## config.mk

```make
export PLATFORM = sky130hd
export DESIGN_NAME = bus_ad_rtc
export DESIGN_NICKNAME = d
export VERILOG_FILES = /design/src/rtl/bus_ad_rtc.sv
export SDC_FILE = /design/constraint.sdc
export NUM_CORES = 1
export LEC_CHECK = 0
export ABC_CLOCK_PERIOD_IN_PS = 3000
export BUFFER_PORTS_ARGS = -buffer_cell sky130_fd_sc_hd__buf_2
export CAP_MARGIN = 10
export CORE_MARGIN = 3
export CORE_UTILIZATION = 55
export DETAILED_ROUTE_END_ITERATION = 8
export GPL_TIMING_DRIVEN = 0
export PLACE_DENSITY = 0.82
export SYNTH_ARGS = -nofsm -noshare
export SYNTH_HDL_FRONTEND = slang
export SYNTH_SLANG_ARGS = --single-unit
```

## constraint.sdc

```tcl
create_clock -name reloj -period 3 [get_ports reloj]
set_clock_uncertainty 0.1 [all_clocks]
set_input_delay 0.6 -clock reloj [delete_from_list [all_inputs] [get_ports reloj]]
set_output_delay 0.6 -clock reloj [all_outputs]
set_load 0.01 [all_outputs]
```

## src/rtl/bus_ad_rtc.sv

```systemverilog
// rtl/bus_ad_rtc.sv - RTC multiplexed address/data bus driver, one transaction per 32-cycle frame
module bus_ad_rtc #(
    parameter int TIMEOUT = 48
) (
    input  logic       reloj,
    input  logic       resetM,
    input  logic       enable_cont_32,
    input  logic       habilitar,
    input  logic       LE,
    input  logic       A_D,
    input  logic       WR,
    input  logic       RD,
    input  logic [7:0] direccion,
    input  logic [7:0] dato_escritura,
    input  logic [7:0] ad_in,
    output logic [7:0] ad_out,
    output logic       ad_oe,
    output logic [7:0] dato_lectura,
    output logic       lectura_valida,
    output logic       listo,
    output logic       error,
    output logic       ocupado
);

    typedef enum logic [1:0] {
        IDLE  = 2'd0,
        ADDR  = 2'd1,
        WDATA = 2'd2,
        RDATA = 2'd3
    } state_t;

    // The watchdog reads 0 in T1, so this value makes error register in T(TIMEOUT).
    localparam logic [5:0] WD_LAST = 6'(TIMEOUT - 2);

    state_t     state_q, state_d;
    logic       a_d_q, wr_q, rd_q;
    logic [7:0] ad_in_q;
    logic [7:0] dir_l_q, dir_l_d;
    logic [7:0] dat_l_q, dat_l_d;
    logic       le_l_q, le_l_d;
    logic [5:0] wd_q, wd_d;
    logic [7:0] ad_out_q, ad_out_d;
    logic       ad_oe_q, ad_oe_d;
    logic [7:0] dato_lectura_q, dato_lectura_d;
    logic       lectura_valida_q, lectura_valida_d;
    logic       listo_q, listo_d;
    logic       error_q, error_d;
    logic       ocupado_q, ocupado_d;

    logic latch, a_d_rise, wr_rise, rd_rise, wd_expired;

    assign latch      = enable_cont_32 & habilitar;
    assign a_d_rise   = ~a_d_q & A_D;
    assign wr_rise    = ~wr_q & WR;
    assign rd_rise    = ~rd_q & RD;
    assign wd_expired = (wd_q == WD_LAST);

    always_comb begin
        state_d          = state_q;
        dir_l_d          = dir_l_q;
        dat_l_d          = dat_l_q;
        le_l_d           = le_l_q;
        wd_d             = wd_q;
        ad_out_d         = ad_out_q;
        ad_oe_d          = ad_oe_q;
        dato_lectura_d   = dato_lectura_q;
        lectura_valida_d = 1'b0;
        listo_d          = 1'b0;
        error_d          = 1'b0;

        if (latch) begin
            // A new frame request preempts whatever is in flight.
            error_d  = (state_q != IDLE);
            dir_l_d  = direccion;
            dat_l_d  = dato_escritura;
            le_l_d   = LE;
            wd_d     = 6'd0;
            state_d  = ADDR;
            ad_out_d = direccion;
            ad_oe_d  = 1'b1;
        end else begin
            case (state_q)
                IDLE: begin
                    ad_oe_d = 1'b0;
                end
                ADDR: begin
                    wd_d = wd_q + 6'd1;
                    if (a_d_rise) begin
                        if (le_l_q) begin
                            state_d = RDATA;
                            ad_oe_d = 1'b0;
                        end else begin
                            state_d  = WDATA;
                            ad_out_d = dat_l_q;
                            ad_oe_d  = 1'b1;
                        end
                    end else if (wd_expired) begin
                        error_d = 1'b1;
                        ad_oe_d = 1'b0;
                        state_d = IDLE;
                    end
                end
                WDATA: begin
                    wd_d = wd_q + 6'd1;
                    if (wr_rise) begin
                        listo_d = 1'b1;
                        ad_oe_d = 1'b0;
                        state_d = IDLE;
                    end else if (wd_expired) begin
                        error_d = 1'b1;
                        ad_oe_d = 1'b0;
                        state_d = IDLE;
                    end
                end
                RDATA: begin
                    wd_d = wd_q + 6'd1;
                    if (rd_rise) begin
                        dato_lectura_d   = ad_in_q;
                        lectura_valida_d = 1'b1;
                        listo_d          = 1'b1;
                        state_d          = IDLE;
                    end else if (wd_expired) begin
                        error_d = 1'b1;
                        ad_oe_d = 1'b0;
                        state_d = IDLE;
                    end
                end
                default: begin
                    ad_oe_d = 1'b0;
                    state_d = IDLE;
                end
            endcase
        end

        ocupado_d = (state_d != IDLE);
    end

    // Strobe copies reset high so the first sample after reset cannot look like a rising edge.
    always_ff @(posedge reloj or posedge resetM) begin
        if (resetM) begin
            state_q          <= IDLE;
            a_d_q            <= 1'b1;
            wr_q             <= 1'b1;
            rd_q             <= 1'b1;
            ad_in_q          <= 8'h00;
            dir_l_q          <= 8'h00;
            dat_l_q          <= 8'h00;
            le_l_q           <= 1'b0;
            wd_q             <= 6'd0;
            ad_out_q         <= 8'h00;
            ad_oe_q          <= 1'b0;
            dato_lectura_q   <= 8'h00;
            lectura_valida_q <= 1'b0;
            listo_q          <= 1'b0;
            error_q          <= 1'b0;
            ocupado_q        <= 1'b0;
        end else begin
            state_q          <= state_d;
            a_d_q            <= A_D;
            wr_q             <= WR;
            rd_q             <= RD;
            ad_in_q          <= ad_in;
            dir_l_q          <= dir_l_d;
            dat_l_q          <= dat_l_d;
            le_l_q           <= le_l_d;
            wd_q             <= wd_d;
            ad_out_q         <= ad_out_d;
            ad_oe_q          <= ad_oe_d;
            dato_lectura_q   <= dato_lectura_d;
            lectura_valida_q <= lectura_valida_d;
            listo_q          <= listo_d;
            error_q          <= error_d;
            ocupado_q        <= ocupado_d;
        end
    end

    assign ad_out         = ad_out_q;
    assign ad_oe          = ad_oe_q;
    assign dato_lectura   = dato_lectura_q;
    assign lectura_valida = lectura_valida_q;
    assign listo          = listo_q;
    assign error          = error_q;
    assign ocupado        = ocupado_q;

endmodule

```

==> summary.txt <==
Status
  • Outcome: complete, no violations

GRT
  • Number of antenna violations at the first check in global routing: 0
  • Wire length of the first global-routing pass: 6220 um
  • Met1 GRT Util: 0.270
  • Busiest metal layer after global routing: met2
  • Leftover overflow at the end of global routing: 0
  • Via count of the first global-routing pass: 1313
  • Pin count of the biggest net entering global routing: 41
  • Global router's overall resource usage: 0.195
  • Global-route track usage on met2: 0.290
  • Met3 GRT Util: 0.0578

Detailed routing
  • Detailed-route DRC error count: 0
  • DR pass1 iterations: 5
  • Vias after detailed routing: 1372
  • Final routed wirelength across all metal layers: 3640 um
  • Avg WL per Cell: 13.2 um
  • DR iter-0 viols: 93
  • Post-route ant nets: 0
  • Number of vias per cell: 4.95

Critical path
  • WP depth: 5
  • Setup Crit Path Kind: reg2reg
  • Arrival time at the worst endpoint: 1820 ps
  • Cells traversed along the worst timing path: buf_6, nor3b_4, a31oi_4, buf_2, a21o_1
  • CP Capture Type: register
  • Critical path buffers and inverters: 2
  • CP Max Fanout: 10
  • Critical path's largest stage delay: 390 ps
  • Kind of start point of the critical path: register
  • Cell count of the worst reg-to-reg path: 5
  • Cell family with the largest share of critical-path delay: flip-flops
  • Slowest stage cell, crit path: dfrtp_1
  • Required time at the endpoint of the critical path: 3160 ps

Place
  • Worst setup timing slack at the placement stage: 971 ps
  • Port Buffer Count: 52
  • HPWL reported at the end of detailed placement: 2720 um
  • Final GP Congestion: 0.809

Final layout
  • Ratio of cells with drive above 1 in the final layout: 0.377
  • Commonest non-fill, non-tap cells in the layout: buf_2 (57), dfrtp_1 (46), nand2_1 (39), a21oi_1 (14)
  • Area added between synthesis and finish: 20.1%
  • Total inserted antenna cells: 0
  • Area taken by flip-flops and latches: 1230 um^2
  • Total area of multi-input combinational cells: 661 um^2
  • Commonest non-fill, non-tap cell in the layout: buf_2
  • Number of nets in the layout: 264
  • Fill cell instance count of the final layout: 258

Power
  • Power, Total: 0.00160 W
  • Cell area power density: 673 nW/um^2
  • Leakage power total: 1.28 nW
  • Maximum vdd drop: 0.529 mV

Logic synthesis
  • Async S/R FF share, synth: 1.00
  • Number of enable-type register cells in the synthesized netlist: 0
  • Post-synth cell types: 31
  • Proportion of synthesized chip area in sequential cells: 0.623
  • Mean instance size in the synthesized netlist: 11.6 um^2
  • Main flop type after synthesis: dfrtp_1
  • Total of flip-flops plus latches after synthesis: 49
  • Number of warnings issued by yosys: 0
  • Post-synthesis net count: 204
  • Number of instances in the synthesized netlist: 170
  • Post-synth design cell area: 1980 um^2

Clocking
  • Bufs on Longest Clock Path: 2
  • Post-CTS Setup Inserts: 0
  • Clock latency on the worst-skew pair: 370 ps
  • Hold buffers post-CTS: 0
  • Clock slew at reported path FFs: 140 ps
  • H-tree depth: 2
  • CTS tree: built
  • CTS Sinks: 49
  • Cts repair resizes: 0
  • Root cell of the clock tree: clkbuf_4
  • CTS Buf Count: 5

Timing
  • Final setup violation count: 0
  • Setup WS post-layout: 1340 ps
  • Post-route fraction of the period consumed by the critical path: 0.553
  • Setup repair after global routing missed its margin: false
  • Setup_tns: 0 ps
  • Hold Vio Cnt, Final: 0
  • Count of final max-slew check failures: 0
  • Maximum clock frequency: 0.603 GHz
  • Shortest period the worst path allows: 1660 ps
  • Relative slew slack: 0.655
  • Slew at the pin closest to its max-slew limit: 518 ps

Floorplan
  • Total number of placement rows: 21
  • Die width: 65.9 um
  • Area enclosed by the die boundary: 4350 um^2
  • Die height: 65.9 um
  • Count of pins on the block boundary: 53
  • Initial core utilization: 0.583
  • Core Box Area: 3390 um^2

Flow run
  • Max-capacitance violation count: 0

Worst hold path
  • Hold Crit Class: in2async
[Yosys cell counts, drive strengths merged (3+ instances only)]
library cell  instances  area, um^2
inv                   6        22.5
xor2                  3        26.3
nor2                  7        26.3
mux2                  8        90.1
nand4                 4        40.0
a21oi                14        70.1
dfrtp                46        1150
buf                   8        58.8
nand2                39         146
dfstp                 3        78.8
a21o                  8        60.1
nor2b                 3        18.8
[stage by stage]
stage | cell area (um^2) | instances | hold slack [ps] | util
3_5_place_dp | 2310 | 269 | 354 | 0.683
5_1_grt | 2370 | 277 | 13.6 | 0.700
3_3_place_gp | 2290 | 268 | 349 | 0.677
6_report | 2370 | 277 | 24.5 | 0.700
2_1_floorplan | 1980 | 170 | 333 | -
4_1_cts | 2370 | 277 | 13.8 | 0.700
[kinds of logic (layout without fill, tap and decap cells)]
group,Yosys count,in the layout,synth area share
XOR/XNOR,4,4,0.0177
adder cells (fa/ha/maj),2,2,0.0127
buffers and inverters,15,76,0.0431
multiplexers,8,8,0.0456
AND/OR/NAND/NOR,59,59,0.143
AO/OA/AOI/OAI,33,33,0.115
flip-flops,49,49,0.623
[metal layers]
layer / wire length (um) / vias to the layer above
met4: 65 / 0
met1: 1690 / 639
li1: - / 688
met3: 227 / 6
met5: 0 / -
met2: 1660 / 39
[power breakdown]
part | internal [W] | leakage, nW | switching [W]
Sequential | 0.000795 | 0.606 | 0.0000822
Clock | 0.0000930 | 0.0352 | 0.000206
Combinational | 0.000207 | 0.634 | 0.000215
[final cells by class]
type | instances | area share
tap | 46 | 0.0242
timing repair buffer | 53 | 0.118
sequential | 49 | 0.518
inverter | 6 | 0.00949
clock inverter | 3 | 0.00949
multi-input combinational | 106 | 0.278
buffer | 9 | 0.0264
clock buffer | 5 | 0.0158
[worst paths after layout]
kind,from,endpoint,slack [ps]
hold / removal,resetM,dato_lectura[7]$_DFFE_PP0P_,20
max in group asynchronous,resetM,a_d_q$_DFF_PP1_,2230
setup / recovery,state_q[1]$_DFF_PP0_,ad_out[2]$_DFFE_PP0P_,1340
hold reg to reg,dat_l_q[2]$_DFFE_PP0P_,dat_l_q[2]$_DFFE_PP0P_,380
setup reg to reg,state_q[1]$_DFF_PP0_,ad_out[2]$_DFFE_PP0P_,1340
min in group reloj,WR,wr_q$_DFF_PP1_,220
[registers in the layout, summed over array words and instances, names as in the netlist]
register        cells
wr_q                1
wd_q                6
rd_q                1
ad_out              8
a_d_q               1
error               1
ad_in_q             8
state_q             2
lectura_valida      1
listo               1
ad_oe               1
dat_l_q             8
le_l_q              1
ocupado             1
dato_lectura        8
(Power assumes the default switching activity.)
